`src/rtl/imem_loader_if.sv`:
```
// Byte-stream input and instr_mem port B write bundle for imem_loader.
//   in_valid/in_data/in_ready : byte stream, byte taken when in_valid && in_ready
//   imem_we/imem_addr/imem_wdata : instr_mem port B word write
// slave  : the loader (consumes bytes, drives port B)
// master : the environment (byte source, memory side observer)
interface imem_loader_if #(
  parameter int unsigned ADDR_W = 10
);
  logic              in_valid;
  logic [7:0]        in_data;
  logic              in_ready;
  logic              imem_we;
  logic [ADDR_W-1:0] imem_addr;
  logic [31:0]       imem_wdata;

  modport master (
    output in_valid, in_data,
    input  in_ready, imem_we, imem_addr, imem_wdata
  );

  modport slave (
    input  in_valid, in_data,
    output in_ready, imem_we, imem_addr, imem_wdata
  );
endinterface

```
`src/rtl/imem_loader.sv`:
```
// imem_loader: receives a framed program image as a byte stream and writes it
// word-by-word into instr_mem port B, holding the core while a load is underway.
// Frame: MAGIC, LEN_LO, LEN_HI, 4*LEN payload bytes (LE words), XOR checksum.
// Ports:
//   clk, rst   : rising-edge clock, synchronous active-high reset
//   bus        : imem_loader_if.slave (byte stream in, port B write out)
//   core_hold  : stall the core while high
//   load_done  : sticky, last frame loaded with good checksum
//   load_err   : sticky, length overflow or checksum mismatch (cleared by rst only)
module imem_loader #(
  parameter int unsigned ADDR_W        = 10,
  parameter logic [7:0]  MAGIC         = 8'hA5,
  parameter bit          HOLD_AT_RESET = 1'b1
) (
  input  logic          clk,
  input  logic          rst,
  imem_loader_if.slave  bus,
  output logic          core_hold,
  output logic          load_done,
  output logic          load_err
);

  typedef enum logic [2:0] {
    S_IDLE, S_LEN0, S_LEN1, S_DATA, S_CSUM, S_ERR
  } state_t;

  localparam logic [16:0] MAX_LEN = 17'd1 << ADDR_W;

  state_t            state, state_n;
  logic              acc;
  logic [7:0]        len_lo;
  logic [15:0]       len, len_in;
  logic [15:0]       word_cnt;
  logic [1:0]        byte_cnt;
  logic [23:0]       asm_q;
  logic [7:0]        csum;
  logic              last_word;
  logic              we_q;
  logic [ADDR_W-1:0] addr_q;
  logic [31:0]       wdata_q;
  logic              hold_q, done_q;

  assign bus.in_ready   = ~rst & (state != S_ERR);
  assign acc            = bus.in_valid & bus.in_ready;
  assign len_in         = {bus.in_data, len_lo};
  // DATA is only entered with len >= 1, so len-1 never underflows there.
  assign last_word      = (word_cnt == len - 16'd1);
  assign bus.imem_we    = we_q;
  assign bus.imem_addr  = addr_q;
  assign bus.imem_wdata = wdata_q;
  assign core_hold      = hold_q;
  assign load_done      = done_q;
  assign load_err       = (state == S_ERR);

  always_ff @(posedge clk) begin
    if (rst) state <= S_IDLE;
    else     state <= state_n;
  end

  always_comb begin
    state_n = state;
    if (acc) begin
      case (state)
        S_IDLE: if (bus.in_data == MAGIC) state_n = S_LEN0;
        S_LEN0: state_n = S_LEN1;
        S_LEN1: begin
          if ({1'b0, len_in} > MAX_LEN) state_n = S_ERR;
          else if (len_in == 16'd0)     state_n = S_CSUM;
          else                          state_n = S_DATA;
        end
        S_DATA: if (byte_cnt == 2'd3 && last_word) state_n = S_CSUM;
        S_CSUM: state_n = (bus.in_data == csum) ? S_IDLE : S_ERR;
        default: state_n = S_ERR;
      endcase
    end
  end

  always_ff @(posedge clk) begin
    if (rst) begin
      we_q     <= 1'b0;
      addr_q   <= '0;
      wdata_q  <= '0;
      hold_q   <= HOLD_AT_RESET;
      done_q   <= 1'b0;
      len_lo   <= '0;
      len      <= '0;
      word_cnt <= '0;
      byte_cnt <= '0;
      asm_q    <= '0;
      csum     <= '0;
    end else begin
      we_q <= 1'b0;
      if (acc) begin
        case (state)
          S_IDLE: begin
            if (bus.in_data == MAGIC) begin
              hold_q   <= 1'b1;
              done_q   <= 1'b0;
              word_cnt <= '0;
              byte_cnt <= '0;
              csum     <= '0;
            end
          end
          S_LEN0: len_lo <= bus.in_data;
          S_LEN1: len    <= len_in;
          S_DATA: begin
            csum     <= csum ^ bus.in_data;
            byte_cnt <= byte_cnt + 2'd1;
            // First byte ends up in bits [7:0] once three bytes have shifted in.
            asm_q    <= {bus.in_data, asm_q[23:8]};
            if (byte_cnt == 2'd3) begin
              we_q     <= 1'b1;
              addr_q   <= word_cnt[ADDR_W-1:0];
              wdata_q  <= {bus.in_data, asm_q};
              word_cnt <= word_cnt + 16'd1;
            end
          end
          S_CSUM: begin
            if (bus.in_data == csum) begin
              done_q <= 1'b1;
              hold_q <= 1'b0;
            end
          end
          default: ;
        endcase
      end
    end
  end

endmodule

```
`src/flat_wrapper.sv`:
```
// flat-port wrapper written by rule: the top's interface ports become plain ports
module imem_loader_flat 
#(
  parameter int unsigned ADDR_W        = 10,
  parameter logic [7:0]  MAGIC         = 8'hA5,
  parameter bit          HOLD_AT_RESET = 1'b1
)
  (clk, rst, core_hold, load_done, load_err, bus_in_valid, bus_in_data, bus_in_ready, bus_imem_we, bus_imem_addr, bus_imem_wdata);
  imem_loader_if #(.ADDR_W(ADDR_W)) bus_i ();
  input  logic clk;
  input  logic rst;
  output logic core_hold;
  output logic load_done;
  output logic load_err;
  input wire logic [$bits(bus_i.in_valid)-1:0] bus_in_valid;
  input wire logic [$bits(bus_i.in_data)-1:0] bus_in_data;
  output wire logic [$bits(bus_i.in_ready)-1:0] bus_in_ready;
  output wire logic [$bits(bus_i.imem_we)-1:0] bus_imem_we;
  output wire logic [$bits(bus_i.imem_addr)-1:0] bus_imem_addr;
  output wire logic [$bits(bus_i.imem_wdata)-1:0] bus_imem_wdata;
  assign bus_i.in_valid = bus_in_valid;
  assign bus_i.in_data = bus_in_data;
  assign bus_in_ready = bus_i.in_ready;
  assign bus_imem_we = bus_i.imem_we;
  assign bus_imem_addr = bus_i.imem_addr;
  assign bus_imem_wdata = bus_i.imem_wdata;
  imem_loader #(.ADDR_W(ADDR_W), .MAGIC(MAGIC), .HOLD_AT_RESET(HOLD_AT_RESET)) u_core (.clk(clk), .rst(rst), .bus(bus_i), .core_hold(core_hold), .load_done(load_done), .load_err(load_err));
endmodule
```
`config.mk`:
```
export PLATFORM = sky130hd
export DESIGN_NAME = imem_loader_flat
export DESIGN_NICKNAME = d
export VERILOG_FILES = /design/src/rtl/imem_loader_if.sv /design/src/rtl/imem_loader.sv /design/src/flat_wrapper.sv
export SDC_FILE = /design/constraint.sdc
export NUM_CORES = 1
export LEC_CHECK = 0
export ABC_CLOCK_PERIOD_IN_PS = 3200
export CAP_MARGIN = 25
export CORE_MARGIN = 2
export CORE_UTILIZATION = 56
export DETAILED_ROUTE_END_ITERATION = 8
export GPL_ROUTABILITY_DRIVEN = 0
export PLACE_DENSITY = 0.8
export SETUP_SLACK_MARGIN = 0.2
export SYNTH_ARGS = -nofsm -noshare
export SYNTH_HDL_FRONTEND = slang
export SYNTH_SLANG_ARGS = --single-unit
export TNS_END_PERCENT = 30
```
`constraint.sdc`:
```
create_clock -name clk -period 3.2 [get_ports clk]
set_clock_uncertainty 0.05 [all_clocks]
set_input_delay 0.64 -clock clk [delete_from_list [all_inputs] [get_ports clk]]
set_output_delay 0.64 -clock clk [all_outputs]
set_load 0.02 [all_outputs]
```
==> summary.txt, run 1 <==
Floorplanning
  • Die width: roughly 100 um
  • Number of top-level pins: 58
  • Die height: slightly above 100 um
  • Die Area: 0.01060 mm2
  • Rows: 36
  • Placeable Area: between 0.009 and 0.01 mm2
  • Starting Density: a little under three fifths

Flow run
  • Max-cap viol count: 0

Pwr
  • Total Power: ~3500 uW
  • Leakage: 0.002283 uW
  • Power per cell area: approximately 520 mW/mm2
  • Max VDD drop: 410.5 uV

Final layout
  • Antenna Diode Count: 0
  • Cell Count, Final, Fillers Out: 867
  • Area grow syn2layout: 22.43%
  • Fin util: 69.64%
  • Fillers: 749
  • Share of cells above drive strength 1: approximately a tenth
  • # nets final: around 740

Placement
  • DP HPWL: 8897 um
  • Port Buffers: 57
  • Placed instance count: approximately 840

Critical path
  • Worst Path Required: around 2.5 ns
  • R2r setup slk: 0.38 ns
  • Setup CP Type: reg -> out
  • Setup crit end: load_err
  • Crit path from: u_core.state[2]
  • CP Max Fanout: 9
  • Reg2reg end: u_core.state[0]
  • Reg2reg start: u_core.len[0]
  • CP Capture Type: output port
  • Reg2reg path depth: 8
  • CP startpoint kind: register
  • Critical Path AT: roughly 2.2 ns

Routing
  • Total wire length: between 10000 and 15000 um
  • DR vias/cell: between 5 and 6
  • WL per Instance: around 16 um
  • Via count: a little under 5k
  • Residual DRC: 0
  • DRT iter0 DRCs: between 200 and 300
  • Final ANT Viol Nets: 0
  • Drt first pass iters: 5

Global routing
  • Largest net degree at the start of global routing: between 100 and 150
  • GRT Util Overall: a little over a quarter
  • GRT overflow: 0
  • Via count of the first global-routing pass: between 4k and 5k
  • Antenna violations before repair: 0
  • Global-route wire length before repair: around 22000 um

Yosys
  • Post-Synthesis Cells: 680
  • Area contributors post-synth: dfxtp_1, nand2_1, a21oi_1, xnor2_1, nor2_1
  • Commonest cells in the netlist: nand2_1, dfxtp_1, a21oi_1
  • Synth async-reset ratio: 0%
  • Syn_nets: 694
  • Number of flops mapped to enable cells by yosys: 0
  • Register area share after synthesis: approximately 45%
  • Count of cell types in the netlist: a little over 60
  • Yosys warnings: 0
  • Synth top area share: around 45%
  • Count leader, synth: nand2_1
  • Syn avg cell area: around 8.1 um2
  • #FFs+latches synth: between 100 and 150
  • Post-Synthesis Cell Area: 0.005483 mm2
  • Primary FF master, synth: dfxtp_1
  • Post-synth top area cell: dfxtp_1

Clocking
  • Clk sinks: about 120
  • Post-CTS setup buffer count: 0
  • Clk buf depth: 2
  • Hold_buf cts: 0
  • Num CTS Buffers: 17
  • CTS tree: built
  • Clk_lat worst skew: between 0.5 and 0.6 ns
  • Root Buffer: clkbuf_8
  • Clock slew at reported path FFs: 0.06 ns
  • H-tree levels: 4

Run status
  • Status: finished clean

STA
  • Setup TNS: 0 ns
  • RSZ-0062 raised after global routing: no
  • Fin crit period: between 2 and 3 ns
  • Rel. slew slack: approximately a third
  • Final setup viols: 0
  • F_max: approximately 350 MHz
  • Fin. max-slew vios: 0
  • Endpoints failing hold: 0
  • Period Utilization, post-route: about 90%
  • Slew @ Worst Pin: between 1 and 1.5 ns

Min path
  • Hold Crit Class: reg -> reg
worst max-delay path, cell delays in order (launching register included):
cell,delay [ns]
dfxtp_1,0.54
inv_1,0.19
nor3_2,0.28
clkdlybuf4s50_1,0.67
worst min-delay path by stage:
| stage | endpoint | cells past startpoint | from | slack [ns] |
|---|---|---|---|---|
| 3_5_place_dp | u_core.bus.imem_wdata[0] | 2 | u_core.asm_q[0] | 0.40 |
| 5_1_grt | u_core.asm_q[3] | 2 | u_core.asm_q[3] | 0.43 |
| 3_3_place_gp | u_core.bus.imem_wdata[0] | 2 | u_core.asm_q[0] | 0.39 |
| 4_1_cts | u_core.bus.imem_wdata[2] | 2 | u_core.bus.imem_wdata[2] | 0.41 |
| 6_report | u_core.bus.imem_wdata[2] | 2 | u_core.bus.imem_wdata[2] | 0.40 |
| 2_1_floorplan | u_core.bus.imem_wdata[0] | 2 | u_core.asm_q[0] | 0.38 |
cell type report:
type	instances	area, um2	area share [%]
repair buffers	75	700.7	10.44
flip-flops and latches	122	2442	36.38
inverters	14	52.55	0.7829
well taps	133	166.4	2.479
clock buffers	18	427.9	6.375
clock inverters	14	158.9	2.367
multi-input cells	491	2764	41.17
cells in the final DEF, fill, tap and decap left out, types with 3 or more instances in the layout:
cell type | synthesis | final
xnor2_1 | 28 | 28
clkdlybuf4s50_1 | 0 | 56
or3_1 | 9 | 9
nand3_1 | 20 | 20
o21ai_0 | 14 | 14
nand2b_1 | 11 | 11
clkbuf_16 | 0 | 16
nor3_1 | 10 | 8
and3_1 | 4 | 4
buf_4 | 1 | 18
nor3b_1 | 3 | 3
or2_2 | 4 | 4
mux2i_1 | 18 | 18
clkinv_4 | 0 | 3
a21oi_1 | 92 | 92
nor4_1 | 11 | 11
nand4_1 | 7 | 7
nor2_2 | 3 | 3
inv_1 | 13 | 13
nand2_1 | 151 | 151
ha_1 | 3 | 3
inv_6 | 0 | 6
nor2_1 | 50 | 50
xor2_1 | 9 | 9
dfxtp_1 | 122 | 122
state kept, by name, indices dropped and copies added, names as in the netlist:
signal,count
u_core.csum,8
u_core.bus.imem_we,1
u_core.state,3
u_core.byte_cnt,2
u_core.core_hold,1
u_core.asm_q,24
u_core.len,16
u_core.load_done,1
u_core.word_cnt,16
u_core.bus.imem_wdata,32
u_core.bus.imem_addr,10
u_core.len_lo,8
logic make-up after synthesis:
group / synth area share, %
compound gates: 14.70
xor+xnor: 5.911
fa+ha+maj: 0.6847
buf+inv: 5.340
flops: 44.55
mux: 3.491
simple gates: 25.33
metal layers:
| metal | up-vias | GRT usage [%] | wire length (um) |
|---|---|---|---|
| met5 | - | 0 | 0 |
| met4 | 0 | 9.717 | 227 |
| met3 | 26 | 6.441 | 868 |
| met2 | 165 | 42.66 | 6621 |
| met1 | 2360 | 34.02 | 5732 |
| li1 | 2391 | - | - |
per-stage QoR:
| step | hold slack [ns] | instance area (um2) | setup slack, ns |
|---|---|---|---|
| CTS | 0.4062 | 6713 | 0.3333 |
| detailed placement | 0.3954 | 6121 | 0.1626 |
| finish | 0.4016 | 6713 | 0.3116 |
| global placement | 0.3879 | 6121 | 0.2509 |
| global route | 0.4259 | 6713 | 0.2289 |
| floorplan | 0.3821 | 5483 | 0.7358 |
where the power goes:
group          total, uW  internal (uW)  leakage, uW  switching (uW)
clock               1880           1140     0.000284             735
sequential          1520           1520     0.000982           0.145
combinational       86.8           29.3      0.00102            57.5
what timing repair did:
| action | CTS | global route |
|---|---|---|
| setup endpoints to repair | 1 | 0 |
| endpoints found under the hold margin | 0 | 0 |
| gates resized for setup | 1 | 0 |
No activity file was read; power rests on OpenSTA's default activity.
==> run 2: changes to the inputs <==
--- a/config.mk
+++ b/config.mk
@@ -7,7 +7,6 @@
 export LEC_CHECK = 0
 export ABC_CLOCK_PERIOD_IN_PS = 3200
 export CAP_MARGIN = 25
-export CORE_MARGIN = 2
 export CORE_UTILIZATION = 56
 export DETAILED_ROUTE_END_ITERATION = 8
 export GPL_ROUTABILITY_DRIVEN = 0
==> run 2 against run 1 <==
  * Worst setup slack better by 0.078 ns
  * Highest routed layer unchanged
  * Non-clock buffer count fell by 1
  * Critical path depth stayed put
  * Critical endpoint unchanged
  * Largest power group unchanged
  * Count of clock-buffer cells in the layout is the same
  * Critical path type unchanged
  * Cell count down 0.58%
==> summary.txt, run 2 (synthesis results as in run 1) <==
Pwr
  • Switching Fraction: 22.42% (-0.32 points)
  • Power per cell area: 527.4 mW/mm2 (+1.6%)
  • Internal power: 2757 uW (+2.4%)
  • Total Power: 3554 uW (+2.0%)
  • Net Switching: 796.9 uW (+0.53%)
  • Max VDD drop: 387.8 uV (-5.5%)
  • Comb pwr share: 2.6% (about the same)
  • Part of the power in registers: 42.7% (-0.9 points)
  • Leakage: 0.002295 uW (+0.55%)
  • Clock Power Share: 54.7% (+0.8 points)

Clocking
  • Num CTS Buffers: 17 (unchanged)
  • H-tree levels: 4 (unchanged)
  • Clk buf depth: 2 (unchanged)
  • CTS tree: built
  • Clk_lat worst skew: 0.52 ns (about the same)
  • Clk sinks: 122 (unchanged)
  • Root Buffer: clkbuf_8
  • Clock slew at reported path FFs: 0.06 ns (about the same)
  • Hold_buf cts: 0 (unchanged)

Final layout
  • Highest-count cells in the layout ignoring fill and taps: nand2_1, dfxtp_1, a21oi_1
  • Area grow syn2layout: 22.91%
  • Area of the multi-input gates: 0.002764 mm2 (unchanged)
  • Max FFs per register: 32 (unchanged)
  • Antenna Diode Count: 0 (unchanged)
  • Seq. cell area: 0.002442 mm2 (unchanged)
  • Fillers: 738 (-1.5%)
  • Most common cell after layout, fill and taps aside: nand2_1
  • Share of cells above drive strength 1: 10.10% (-0.26 points)
  • # nets final: 734 (-0.14%)

Global routing
  • GRT overflow: 0 (unchanged)
  • Antenna violations before repair: 0 (unchanged)
  • Via count of the first global-routing pass: 4624 (+1.3%)
  • Global-route wire length before repair: 21950 um (+1.5%)
  • Largest net degree at the start of global routing: 108 (unchanged)
  • GRT Util Overall: 27.62% (+1.3 points)

Critical path
  • CP Max Fanout: 8 (-1)
  • CP max stage delay: 0.66 ns (about the same)
  • CP Capture Type: output port
  • Worst Path Required: 2.51 ns (about the same)
  • WP depth: 3 (unchanged)
  • Reg2reg path depth: 8 (unchanged)
  • Critical Path AT: 2.12 ns (-0.08 ns)
  • Setup CP Type: reg -> out
  • CP startpoint kind: register
  • CP cell instances: inv_1, nor3_2, clkdlybuf4s50_1
  • Top delay family on crit path: buffers and inverters
  • Slowest cell on crit path: clkdlybuf4s50_1
  • Crit path buffers/inverters: 2 (unchanged)

Placement
  • DP HPWL: 8854 um (-0.48%)
  • Port Buffers: 57 (unchanged)

Floorplanning
  • Rows: 35 (-2.8%)
  • Die width: 100.9 um (-1.9%)
  • Die Area: 0.01019 mm2 (-3.8%)
  • Number of top-level pins: 58 (unchanged)
  • Die height: 100.9 um (-1.9%)
  • Placeable Area: 0.009371 mm2 (-2.8%)
  • Starting Density: 58.50% (+1.6 points)

STA
  • F_max: 355.9 MHz (+2.8%)
  • Final setup viols: 0 (unchanged)
  • Endpoints failing hold: 0 (unchanged)
  • Slew @ Worst Pin: 0.7141 ns (-0.3130 ns)
  • Rel. slew slack: 52.29% (+21 points)
  • RSZ-0062 raised after global routing: no
  • Fin. max-slew vios: 0 (unchanged)
  • Setup TNS: 0 ns (unchanged)
  • Period Utilization, post-route: 87.81% (-2.5 points)
  • Fin crit period: 2.810 ns (-0.07845 ns)

Routing
  • Final ANT Viol Nets: 0 (unchanged)
  • Total wire length: 13480 um (+0.19%)
  • Drt first pass iters: 5 (unchanged)
  • DRT iter0 DRCs: 285 (+8.4%)
  • Residual DRC: 0 (unchanged)
  • Via count: 4938 (-0.081%)
  • DR vias/cell: 5.729 (+0.50%)
  • WL per Instance: 15.63 um (+0.77%)

Flow run
  • Max-cap viol count: 0 (unchanged)

Min path
  • Hold Crit Class: reg -> reg
  • WHS Path Cells: 2 (unchanged)

Run status
  • Status: finished clean
-- run 2: changes by cell type in the layout (fill, tap and decap cells not counted) --
cell / before / now
buf_16: 0 / 1
buf_4: 18 / 17
clkinvlp_4: 2 / 1
clkbuf_1: 0 / 1
clkinv_4: 3 / 4
clkinv_2: 1 / 0
clkbuf_8: 2 / 1
buf_2: 1 / 0
bufinv_16: 2 / 3
-- run 2: power groups by stage --
| stage | sequential, uW | combinational (uW) | clock (uW) |
|---|---|---|---|
| after floorplan | 1550 | 53.5 | 0 |
| after global placement | 1550 | 84.5 | 0 |
| after detailed placement | 1550 | 85.5 | 0 |
| after CTS | 1520 | 85.9 | 1950 |
| after global routing | 1520 | 97.4 | 2030 |
| final | 1520 | 91.3 | 1940 |
-- run 2: worst min-delay path: cells and delay by family, from the launching register on --
family / cells / cell delay [ns]
compound gates: 1 / 0.05
flops: 1 / 0.31
simple gates: 1 / 0.05
-- run 2: final timing paths --
check,startpoint,end,slack [ns]
worst max-delay path,u_core.state[0],load_err,0.39
worst min register to register,u_core.bus.imem_wdata[2],u_core.bus.imem_wdata[2],0.40
worst min-delay path,u_core.bus.imem_wdata[2],u_core.bus.imem_wdata[2],0.40
worst max register to register,u_core.len[0],u_core.state[0],0.40
-- run 2: area by class of cell --
class,instances,share of cell area (%)
clock buffers,18,6.201
clock inverters,14,2.748
inverters,14,0.7798
multi-input cells,491,41.01
flip-flops and latches,122,36.24
well taps,129,2.395
repair buffers,74,10.62
-- run 2: per-stage QoR --
step / util [%] / hold WS [ns] / worst slack, ns / area [um2] / cells
after global routing: 71.91 / 0.4158 / 0.2014 / 6739 / 862
after global placement: 65.13 / 0.3846 / 0.2662 / 6103 / 829
final: 71.91 / 0.4018 / 0.3900 / 6739 / 862
after floorplan: - / 0.3821 / 0.7358 / 5483 / 680
after detailed placement: 65.13 / 0.3961 / 0.2047 / 6103 / 829
after CTS: 71.56 / 0.4046 / 0.2459 / 6706 / 861
-- run 2: layer usage --
| metal | up-vias | global-route usage [%] | wire length (um) |
|---|---|---|---|
| met5 | - | 0 | 0 |
| met4 | 0 | 9.142 | 210 |
| met3 | 24 | 5.687 | 567 |
| met2 | 138 | 47.10 | 6713 |
| met1 | 2383 | 34.84 | 5983 |
| li1 | 2393 | - | - |
-- run 2: timing repair --
action	in CTS	in global routing
buffers inserted	0	0
resized for setup	0	1
setup endpoints to repair	0	2
==> run 3: changes to the inputs <==
--- a/config.mk
+++ b/config.mk
@@ -10,6 +10,7 @@
 export CORE_UTILIZATION = 56
 export DETAILED_ROUTE_END_ITERATION = 8
 export GPL_ROUTABILITY_DRIVEN = 0
+export MAX_ROUTING_LAYER = met4
 export PLACE_DENSITY = 0.8
 export SETUP_SLACK_MARGIN = 0.2
 export SYNTH_ARGS = -nofsm -noshare
==> run 3 against run 2 <==
  * Clock power hardly changed
  * Sequential cell count stayed put
  * Register-to-register slack hardly changed
  * Cell count stayed put
  * Hold slack hardly changed
  * Highest routed layer unchanged
  * First-iteration DRC count is 12% higher
  * Cell area stayed put
  * Global-route usage is 0.81 points higher
  * Sequential share of layout area stayed put
  * Critical path type unchanged
  * Worst setup slack worse by 0.019 ns
  * Non-clock buffer count stayed put
==> summary.txt, run 3 (synthesis results as in run 1) <==
Routing
  • DRT iter0 DRCs: 319 (+12%)
  • Drt first pass iters: 5 (unchanged)
  • Via count: 4925 (-0.26%)
  • Met3 Wirelength: 682 um (+20%)
  • Met1 wire length: 5851 um (-2.2%)
  • Total wire length: 13470 um (about the same)
  • DR vias/cell: 5.713 (-0.26%)
  • Top Metal Used: met4
  • WL per Instance: 15.62 um (about the same)
  • Residual DRC: 0 (unchanged)
  • Final ANT Viol Nets: 0 (unchanged)
  • Wire length on met2: 6712 um (about the same)

Floorplanning
  • Die height: 100.9 um (unchanged)
  • Placeable Area: 0.009371 mm2 (unchanged)
  • Die width: 100.9 um (unchanged)
  • Starting Density: 58.50% (unchanged)
  • Die Area: 0.01019 mm2 (unchanged)
  • Number of top-level pins: 58 (unchanged)
  • Rows: 35 (unchanged)

Clocking
  • Clk buf depth: 2 (unchanged)
  • Post-CTS setup buffer count: 0 (unchanged)
  • Root Buffer: clkbuf_8
  • Num CTS Buffers: 17 (unchanged)
  • Clock slew at reported path FFs: 0.06 ns (about the same)
  • Clk sinks: 122 (unchanged)
  • Hold_buf cts: 0 (unchanged)
  • CTS tree: built
  • H-tree levels: 4 (unchanged)
  • Clk_lat worst skew: 0.52 ns (about the same)

Final layout
  • Share of cells above drive strength 1: 10.10% (unchanged)
  • Max FFs per register: 32 (unchanged)
  • Most common cell after layout, fill and taps aside: nand2_1
  • Fillers: 738 (unchanged)
  • Cell Count, Final, Fillers Out: 862 (unchanged)
  • Highest-count cells in the layout ignoring fill and taps: nand2_1, dfxtp_1, a21oi_1
  • Area grow syn2layout: 22.91% (unchanged)
  • # nets final: 734 (unchanged)
  • Antenna Diode Count: 0 (unchanged)

Critical path
  • Critical Path AT: 2.14 ns (+0.02 ns)
  • Reg2reg end: u_core.state[0]
  • CP max stage delay: 0.66 ns (about the same)
  • CP Capture Type: output port
  • Top delay family on crit path: buffers and inverters
  • Crit path buffers/inverters: 2 (unchanged)
  • Setup CP Type: reg -> out
  • Worst Path Required: 2.51 ns (about the same)
  • Setup crit end: load_err
  • CP startpoint kind: register
  • CP cell instances: inv_1, nor3_2, clkdlybuf4s50_1
  • R2r setup slk: 0.40 ns (about the same)
  • CP Max Fanout: 8 (unchanged)
  • Slowest cell on crit path: clkdlybuf4s50_1
  • WP depth: 3 (unchanged)
  • Crit path from: u_core.state[0]
  • Reg2reg path depth: 8 (unchanged)
  • Reg2reg start: u_core.len[0]

STA
  • Endpoints failing hold: 0 (unchanged)
  • F_max: 353.5 MHz (-0.65%)
  • Setup TNS: 0 ns (unchanged)
  • Fin crit period: 2.828 ns (+0.01851 ns)
  • RSZ-0062 raised after global routing: no
  • Final setup viols: 0 (unchanged)
  • Fin. max-slew vios: 0 (unchanged)
  • Rel. slew slack: 52.34% (about the same)
  • Period Utilization, post-route: 88.39% (+0.58 points)
  • Slew @ Worst Pin: 0.7134 ns (-0.0006891 ns)

Min path
  • Hold Crit Class: reg -> reg
  • Worst Hold Launch: u_core.bus.imem_wdata[2]

Pwr
  • Total Power: 3556 uW (about the same)
  • Leakage: 0.002295 uW (unchanged)
  • Power per cell area: 527.7 mW/mm2 (about the same)
  • Max VDD drop: 391.2 uV (+0.88%)

Run status
  • Status: finished clean

Placement
  • Port Buffers: 57 (unchanged)
  • Placed instance count: 829 (unchanged)
  • DP HPWL: 8854 um (unchanged)

Global routing
  • GRT overflow: 0 (unchanged)
  • GRT Util Overall: 28.42% (+0.81 points)
  • Largest net degree at the start of global routing: 108 (unchanged)
  • Antenna violations before repair: 0 (unchanged)
  • Via count of the first global-routing pass: 4624 (unchanged)
  • Global-route wire length before repair: 21940 um (about the same)

Flow run
  • Max-cap viol count: 0 (unchanged)
[run 3: per-layer routing]
metal	up-vias	global-route usage (%)
met3	28	5.687
li1	2393	-
met2	151	47.26
met1	2353	34.67
met4	0	9.142
met5	-	-
[run 3: report_power, final]
group / internal (uW) / switching, uW
clock: 1210 / 740
combinational: 32.4 / 59.0
sequential: 1520 / 0.148
[run 3: area by class of cell]
class	instances	area, um2	area share [%]
clock buffer	18	417.9	6.201
timing repair buffer	74	715.7	10.62
tap	129	161.4	2.395
inverter	14	52.55	0.7798
clock inverter	14	185.2	2.748
multi-input combinational	491	2764	41.01
sequential	122	2442	36.24
[run 3: worst min-delay path by stage]
stage | to | cells after the start
floorplan | u_core.bus.imem_wdata[0] | 2
global placement | u_core.load_done | 2
detailed placement | u_core.bus.imem_wdata[9] | 2
CTS | u_core.bus.imem_wdata[9] | 2
global route | u_core.bus.imem_wdata[9] | 2
finish | u_core.bus.imem_wdata[2] | 2
[run 3: tightest hold or removal path: stages (launching register included)]
cell     delay, ns
dfxtp_1       0.31
nand2_1       0.05
a21oi_1       0.05
[run 3: metrics by stage]
step	hold WS [ns]	instance area (um2)	utilization, %	worst slack [ns]
final	0.4021	6739	71.91	0.3715
after floorplan	0.3821	5483	-	0.7358
after global placement	0.3846	6103	65.13	0.2662
after detailed placement	0.3961	6103	65.13	0.2047
after global routing	0.4158	6739	71.91	0.2037
after CTS	0.4046	6706	71.56	0.2459
[run 3: timing repair]
| action | 4_1_cts | 5_1_grt |
|---|---|---|
| endpoints found under the hold margin | 0 | 0 |
| resized for setup | 0 | 1 |
| endpoints found under the setup margin | 0 | 2 |
